### config.mk
export PLATFORM = sky130hd
export DESIGN_NAME = library_store_multi
export DESIGN_NICKNAME = d
export VERILOG_FILES = /design/src/rtl/library_pkg.sv /design/src/rtl/library_len_table.sv /design/src/rtl/library_store_multi.sv
export SDC_FILE = /design/constraint.sdc
export NUM_CORES = 1
export LEC_CHECK = 0
export CORE_MARGIN = 5
export CORE_UTILIZATION = 55
export CTS_CLUSTER_DIAMETER = 200
export CTS_CLUSTER_SIZE = 8
export DETAILED_ROUTE_END_ITERATION = 12
export PLACE_DENSITY = 0.81
export SKIP_LAST_GASP = 1
export SYNTH_ARGS = -nofsm -noshare
export SYNTH_HDL_FRONTEND = slang
export SYNTH_SLANG_ARGS = --single-unit
export TNS_END_PERCENT = 20
### constraint.sdc
create_clock -name i_clk -period 12.8 [get_ports i_clk]
set_clock_uncertainty 0.05 [all_clocks]
set_input_delay 3.2 -clock i_clk [delete_from_list [all_inputs] [get_ports i_clk]]
set_output_delay 3.2 -clock i_clk [all_outputs]
set_load 0.02 [all_outputs]
### src/rtl/library_pkg.sv
// Shared types and default sizing for the slotted coordinate library writer.
package library_pkg;

    localparam int COORD_W_DEF  = 5;
    localparam int SLOT_W_DEF   = 5;
    localparam int NUM_SLOTS_DEF = 26;
    localparam int OFFSET_W_DEF = 11;
    localparam int ADDR_W_DEF   = 20;

    typedef enum logic [1:0] {
        IDLE   = 2'd0,
        WORK   = 2'd1,
        COMMIT = 2'd2
    } state_e;

    // Default-width (x,y) sample as delivered by the coordinate front-end.
    typedef struct packed {
        logic [COORD_W_DEF-1:0] x;
        logic [COORD_W_DEF-1:0] y;
    } coord_pair_t;

endpackage

### src/rtl/library_len_table.sv
// Per-slot committed record length table: one synchronous write port,
// one combinational read port that returns zero for slots outside the library.
module library_len_table
    import library_pkg::*;
#(
    parameter int NUM_SLOTS = NUM_SLOTS_DEF,
    parameter int SLOT_W    = SLOT_W_DEF,
    parameter int LEN_W     = OFFSET_W_DEF + 1
) (
    input  logic              i_clk,
    input  logic              i_rst,
    input  logic              i_we,
    input  logic [SLOT_W-1:0] i_waddr,
    input  logic [LEN_W-1:0]  i_wdata,
    input  logic [SLOT_W-1:0] i_raddr,
    output logic [LEN_W-1:0]  o_rdata
);

    localparam logic [SLOT_W:0] SLOT_LIMIT = (SLOT_W+1)'(NUM_SLOTS);

    logic [LEN_W-1:0] mem_q [NUM_SLOTS];

    // Length storage with asynchronous clear.
    always_ff @(posedge i_clk or posedge i_rst) begin
        if (i_rst) begin
            for (int i = 0; i < NUM_SLOTS; i++) begin
                mem_q[i] <= {LEN_W{1'b0}};
            end
        end else if (i_we && ({1'b0, i_waddr} < SLOT_LIMIT)) begin
            mem_q[i_waddr] <= i_wdata;
        end
    end

    // Readback sees pre-update contents during a same-cycle write.
    always_comb begin
        o_rdata = {LEN_W{1'b0}};
        if ({1'b0, i_raddr} < SLOT_LIMIT) begin
            o_rdata = mem_q[i_raddr];
        end else begin
            o_rdata = {LEN_W{1'b0}};
        end
    end

endmodule

### src/rtl/library_store_multi.sv
// Streams (x,y) samples into slotted library memory, one record per slot,
// with saturation, zero-length discard, commit pulse and length readback.
module library_store_multi
    import library_pkg::*;
#(
    parameter int COORD_W   = COORD_W_DEF,
    parameter int SLOT_W    = SLOT_W_DEF,
    parameter int NUM_SLOTS = NUM_SLOTS_DEF,
    parameter int OFFSET_W  = OFFSET_W_DEF,
    parameter int ADDR_W    = ADDR_W_DEF
) (
    input  logic                i_clk,
    input  logic                i_rst,
    input  logic                i_start,
    input  logic                i_hold,
    input  logic                i_valid,
    input  logic [COORD_W-1:0]  i_x,
    input  logic [COORD_W-1:0]  i_y,
    input  logic [SLOT_W-1:0]   i_rd_slot,
    output logic                o_wr_en,
    output logic [ADDR_W-1:0]   o_addr,
    output logic [COORD_W-1:0]  o_x,
    output logic [COORD_W-1:0]  o_y,
    output logic                o_done,
    output logic [SLOT_W-1:0]   o_done_slot,
    output logic [OFFSET_W:0]   o_done_len,
    output logic                o_ovf,
    output logic [OFFSET_W:0]   o_rd_len
);

    localparam int CNT_W = OFFSET_W + 1;
    localparam logic [CNT_W-1:0]  CAP       = {1'b1, {OFFSET_W{1'b0}}};
    localparam logic [SLOT_W-1:0] LAST_SLOT = SLOT_W'(NUM_SLOTS - 1);

    state_e               state_q;
    logic [SLOT_W-1:0]    slot_q;
    logic [CNT_W-1:0]     cnt_q;
    logic                 wr_en_q;
    logic [ADDR_W-1:0]    addr_q;
    logic [COORD_W-1:0]   x_q;
    logic [COORD_W-1:0]   y_q;
    logic                 done_q;
    logic [SLOT_W-1:0]    done_slot_q;
    logic [CNT_W-1:0]     done_len_q;
    logic                 ovf_q;

    logic                 accept_s;
    logic                 sat_s;
    logic                 commit_s;
    logic [SLOT_W-1:0]    slot_d;
    logic [ADDR_W-1:0]    addr_d;

    // Sample acceptance, commit qualification, next slot and write address.
    always_comb begin
        accept_s = 1'b0;
        sat_s    = 1'b0;
        commit_s = 1'b0;
        slot_d   = slot_q;
        addr_d   = {ADDR_W{1'b0}};
        if ((state_q == WORK) && i_hold && i_valid) begin
            if (cnt_q < CAP) begin
                accept_s = 1'b1;
            end else begin
                sat_s = 1'b1;
            end
        end else begin
            accept_s = 1'b0;
            sat_s    = 1'b0;
        end
        if ((state_q == COMMIT) && (cnt_q != {CNT_W{1'b0}})) begin
            commit_s = 1'b1;
        end else begin
            commit_s = 1'b0;
        end
        if (slot_q == LAST_SLOT) begin
            slot_d = {SLOT_W{1'b0}};
        end else begin
            slot_d = slot_q + SLOT_W'(1);
        end
        addr_d[SLOT_W+OFFSET_W-1:0] = {slot_q, cnt_q[OFFSET_W-1:0]};
    end

    // Record FSM with registered write port and commit outputs.
    always_ff @(posedge i_clk or posedge i_rst) begin
        if (i_rst) begin
            state_q     <= IDLE;
            slot_q      <= {SLOT_W{1'b0}};
            cnt_q       <= {CNT_W{1'b0}};
            wr_en_q     <= 1'b0;
            addr_q      <= {ADDR_W{1'b0}};
            x_q         <= {COORD_W{1'b0}};
            y_q         <= {COORD_W{1'b0}};
            done_q      <= 1'b0;
            done_slot_q <= {SLOT_W{1'b0}};
            done_len_q  <= {CNT_W{1'b0}};
            ovf_q       <= 1'b0;
        end else begin
            wr_en_q <= accept_s;
            if (accept_s) begin
                addr_q <= addr_d;
                x_q    <= i_x;
                y_q    <= i_y;
            end
            done_q      <= commit_s;
            done_slot_q <= commit_s ? slot_q : {SLOT_W{1'b0}};
            done_len_q  <= commit_s ? cnt_q : {CNT_W{1'b0}};
            case (state_q)
                IDLE: begin
                    if (i_start) begin
                        state_q <= WORK;
                        cnt_q   <= {CNT_W{1'b0}};
                        ovf_q   <= 1'b0;
                    end
                end
                WORK: begin
                    if (!i_hold) begin
                        state_q <= COMMIT;
                    end else if (accept_s) begin
                        cnt_q <= cnt_q + CNT_W'(1);
                    end else if (sat_s) begin
                        ovf_q <= 1'b1;
                    end
                end
                COMMIT: begin
                    state_q <= IDLE;
                    // Empty records keep their slot so the next one reuses it.
                    if (commit_s) begin
                        slot_q <= slot_d;
                    end
                end
                default: begin
                    state_q <= IDLE;
                end
            endcase
        end
    end

    library_len_table #(
        .NUM_SLOTS (NUM_SLOTS),
        .SLOT_W    (SLOT_W),
        .LEN_W     (CNT_W)
    ) u_len_table (
        .i_clk   (i_clk),
        .i_rst   (i_rst),
        .i_we    (commit_s),
        .i_waddr (slot_q),
        .i_wdata (cnt_q),
        .i_raddr (i_rd_slot),
        .o_rdata (o_rd_len)
    );

    assign o_wr_en     = wr_en_q;
    assign o_addr      = addr_q;
    assign o_x         = x_q;
    assign o_y         = y_q;
    assign o_done      = done_q;
    assign o_done_slot = done_slot_q;
    assign o_done_len  = done_len_q;
    assign o_ovf       = ovf_q;

endmodule

==> impl_results.md <==
- Root buf cell: clkbuf_16
- Fraction of layout cells with a size suffix above 1: 0.285
- Die area: 0.0348 sq mm
- Clock Path Buffers: 3
- Io pins: 82
- Worst IR Drop VDD: 0.104 mV
- Row Count: 64
- Final min period: 9.71 ns
- Worst path bufs/invs: 2
- First-iteration detailed-routing DRC count: 859
- CTS resizes: 0
- Hold buffer count at CTS: 0
- Antenna Violating Nets Remaining: 0
- CTS tree: built
- Most common cell after layout, fill and taps aside: dfrtp_1
- # setup viols final: 0
- WP data arrival: 6.46 ns
- Most frequent cells in the layout: dfrtp_1, mux2_2, mux2_1
- Via-to-Cell Ratio: 6.34
- Vias in the first global route: 11636
- Clock sinks: 377
- Clock buffer count from CTS: 53
- DRC viols: 0
- Fill count: 2261
- Highest clock rate: 103 MHz
- Largest net degree at the start of global routing: 200
- Main synth FF type: dfrtp_1
- Worst Setup SP: i_rd_slot[3]
- Cell count after synthesis: 1224
- Sequential element share of the synthesized area: 0.550
- Syn_area_per_cell: 14.0 sq um
- Ant. Diodes: 0
- Initial antenna violation count: 1
- WHS: 0.425 ns
- CP Cell Sequence: clkdlybuf4s50_1 -> nor2b_1 -> nor2b_1 -> a22oi_1 -> o211ai_1 -> clkdlybuf4s50_1
- WP data required: 9.55 ns
- Fin Setup TNS: 0 ns
- Worst hold path class: flop to flop
- Utilization after layout: 0.640
- Core Footprint: 0.0307 sq mm
- Synth Cell Area: 0.0172 sq mm
- Reg-to-reg critical path startpoint: cnt_q[1]
- Post CTS Setup Buffer Count: 0
- Max cap viols: 0
- R2R Setup Slk: 8.74 ns
- Setup WS post-layout: 3.09 ns
- Crit path max-delay cell type: clkdlybuf4s50_1
- Crit Path Class: input pin to output port
- Final Non-Filler Cells: 1678
- Dpl ws: 3.30 ns
- Asr flop ratio synth: 1.00
- CP peak stage delay: 1.19 ns
- Clock Latency Late Sink: 0.56 ns
- RSZ-0062 raised after global routing: no
- Worst-path clk slew: 0.05 ns
- Post-synthesis register bit count: 377
- Layout overhead on the synthesized area: 14.4%
- Slew Viols, Final: 0
- Synth unique cells: 62
- Vias: 10641
- Hold path endpoint: u_len_table.mem_q[98]
- RR Endpoint: u_len_table.mem_q[218]
- Final WL: 41500 um
- Post-synth EDFFs: 0
- Status: finished, final reports clean
- Port Buffer Count: 77
- Hold Crit Start: u_len_table.mem_q[98]
- Net count, final: 1305
- CP top delay family: buffers and inverters
- Global-route wire length before repair: 66600 um
- Period utilization: 0.759
- Leakage: 9.55 nW
- Overall Global Routing Usage: 0.240
- Yosys warning count: 0
- Starting Density: 0.559
- DP Cell Count: 1620
- Final Hold Fails: 0
- Hold path cells: 1
- DIE HEIGHT: 187 um
- Crit path max fanout: 22
- Worst slew margin: 0.115
- Die W: 187 um
- H-tree Lvls: 2
- PD cells: 144 mW/mm^2
- Crit path capture type: output port
- Grt total ovfl: 0
- Drt wl/cell: 24.7 um
- Reg2reg path depth: 6
- DRT Pass-1 Iters: 5
- DP HPWL: 26100 um
- Slew @ Worst Pin: 1.32 ns
- Routability cong.: 0.854
- Crit start category: input pin
[sequential cells by signal, summed over array words and instances (netlist names)]
signal	flops
o_addr	16
u_len_table.mem_q	312
slot_q	5
o_y	5
o_done_len	12
state_q	2
cnt_q	12
o_done_slot	5
o_done	1
o_wr_en	1
o_x	5
o_ovf	1
[worst max-delay path by stage]
stage          slack [ns]      endpoint  cells past startpoint
6_report             3.09   o_rd_len[2]                      6
5_1_grt              3.03   o_rd_len[2]                      6
4_1_cts              3.28   o_rd_len[1]                      6
3_5_place_dp         3.30  o_rd_len[11]                      6
3_3_place_gp         3.29  o_rd_len[11]                      6
2_1_floorplan        4.49      cnt_q[0]                      1
[metrics by stage]
step	power [W]	instance area, sq um
after detailed placement	0.00163	18200
after global placement	0.00162	18200
after global routing	0.00294	19600
after CTS	0.00285	19600
after floorplan	0.00150	17200
final	0.00283	19600
[cell usage after synthesis, drive strengths merged, types with 5 or more instances]
library cell	count	area (sq um)
or2	5	31.3
nand2b	7	43.8
and2	18	113
a22oi	14	105
or3	7	43.8
nand3	18	90.1
o21ai	21	105
mux2i	70	701
a221oi	8	70.1
nor2b	10	62.6
nand4	8	50.1
dfrtp	377	9430
buf	40	193
clkbuf	66	248
mux2	348	3920
nand2	24	90.1
a21oi	8	40.0
a31oi	6	37.5
inv	11	41.3
mux4	40	901
o211ai	10	75.1
nor2	37	139
nor3	10	50.1
ha	6	75.1
[power by group]
| part | leakage, nW | total, W | internal [W] | switching [W] |
|---|---|---|---|---|
| Sequential | 5.23 | 0.00129 | 0.00125 | 0.0000465 |
| Clock | 0.688 | 0.00122 | 0.000746 | 0.000470 |
| Combinational | 3.63 | 0.000318 | 0.000131 | 0.000187 |
[logic make-up after synthesis]
group,share of synthesized area
buffers and inverters,0.0281
muxes,0.322
other,0.000219
DFF,0.550
xor gates and xnor gates,0.00153
AOI/OAI and AO/OA,0.0423
and+or+nand+nor,0.0515
adders and majority gates,0.00438
[worst register-to-register path, stage by stage, from the launching register on]
cell and delay [ns]:
dfrtp_1 0.78, inv_1 0.22, ha_1 0.16, or3b_2 0.54
o31ai_2 0.90, or3_1 0.86, mux2_2 0.44
[metal layers]
layer / vias up / global-route usage / part of all wire
met5: - / 0 / 0.00017
met4: 2 / 0.0821 / 0.031
met3: 104 / 0.0639 / 0.074
met2: 391 / 0.385 / 0.48
met1: 5587 / 0.320 / 0.41
li1: 4557 / - / -
[area by class of cell]
type,count,area (sq um),area share
clock inverter,2,17.5,0.000893
multi-input combinational,733,7270,0.371
tap,396,495,0.0253
inverter,11,45.0,0.00230
sequential,377,9430,0.481
timing repair buffer,103,975,0.0497
clock buffer,56,1380,0.0703
(Power assumes the default switching activity.)
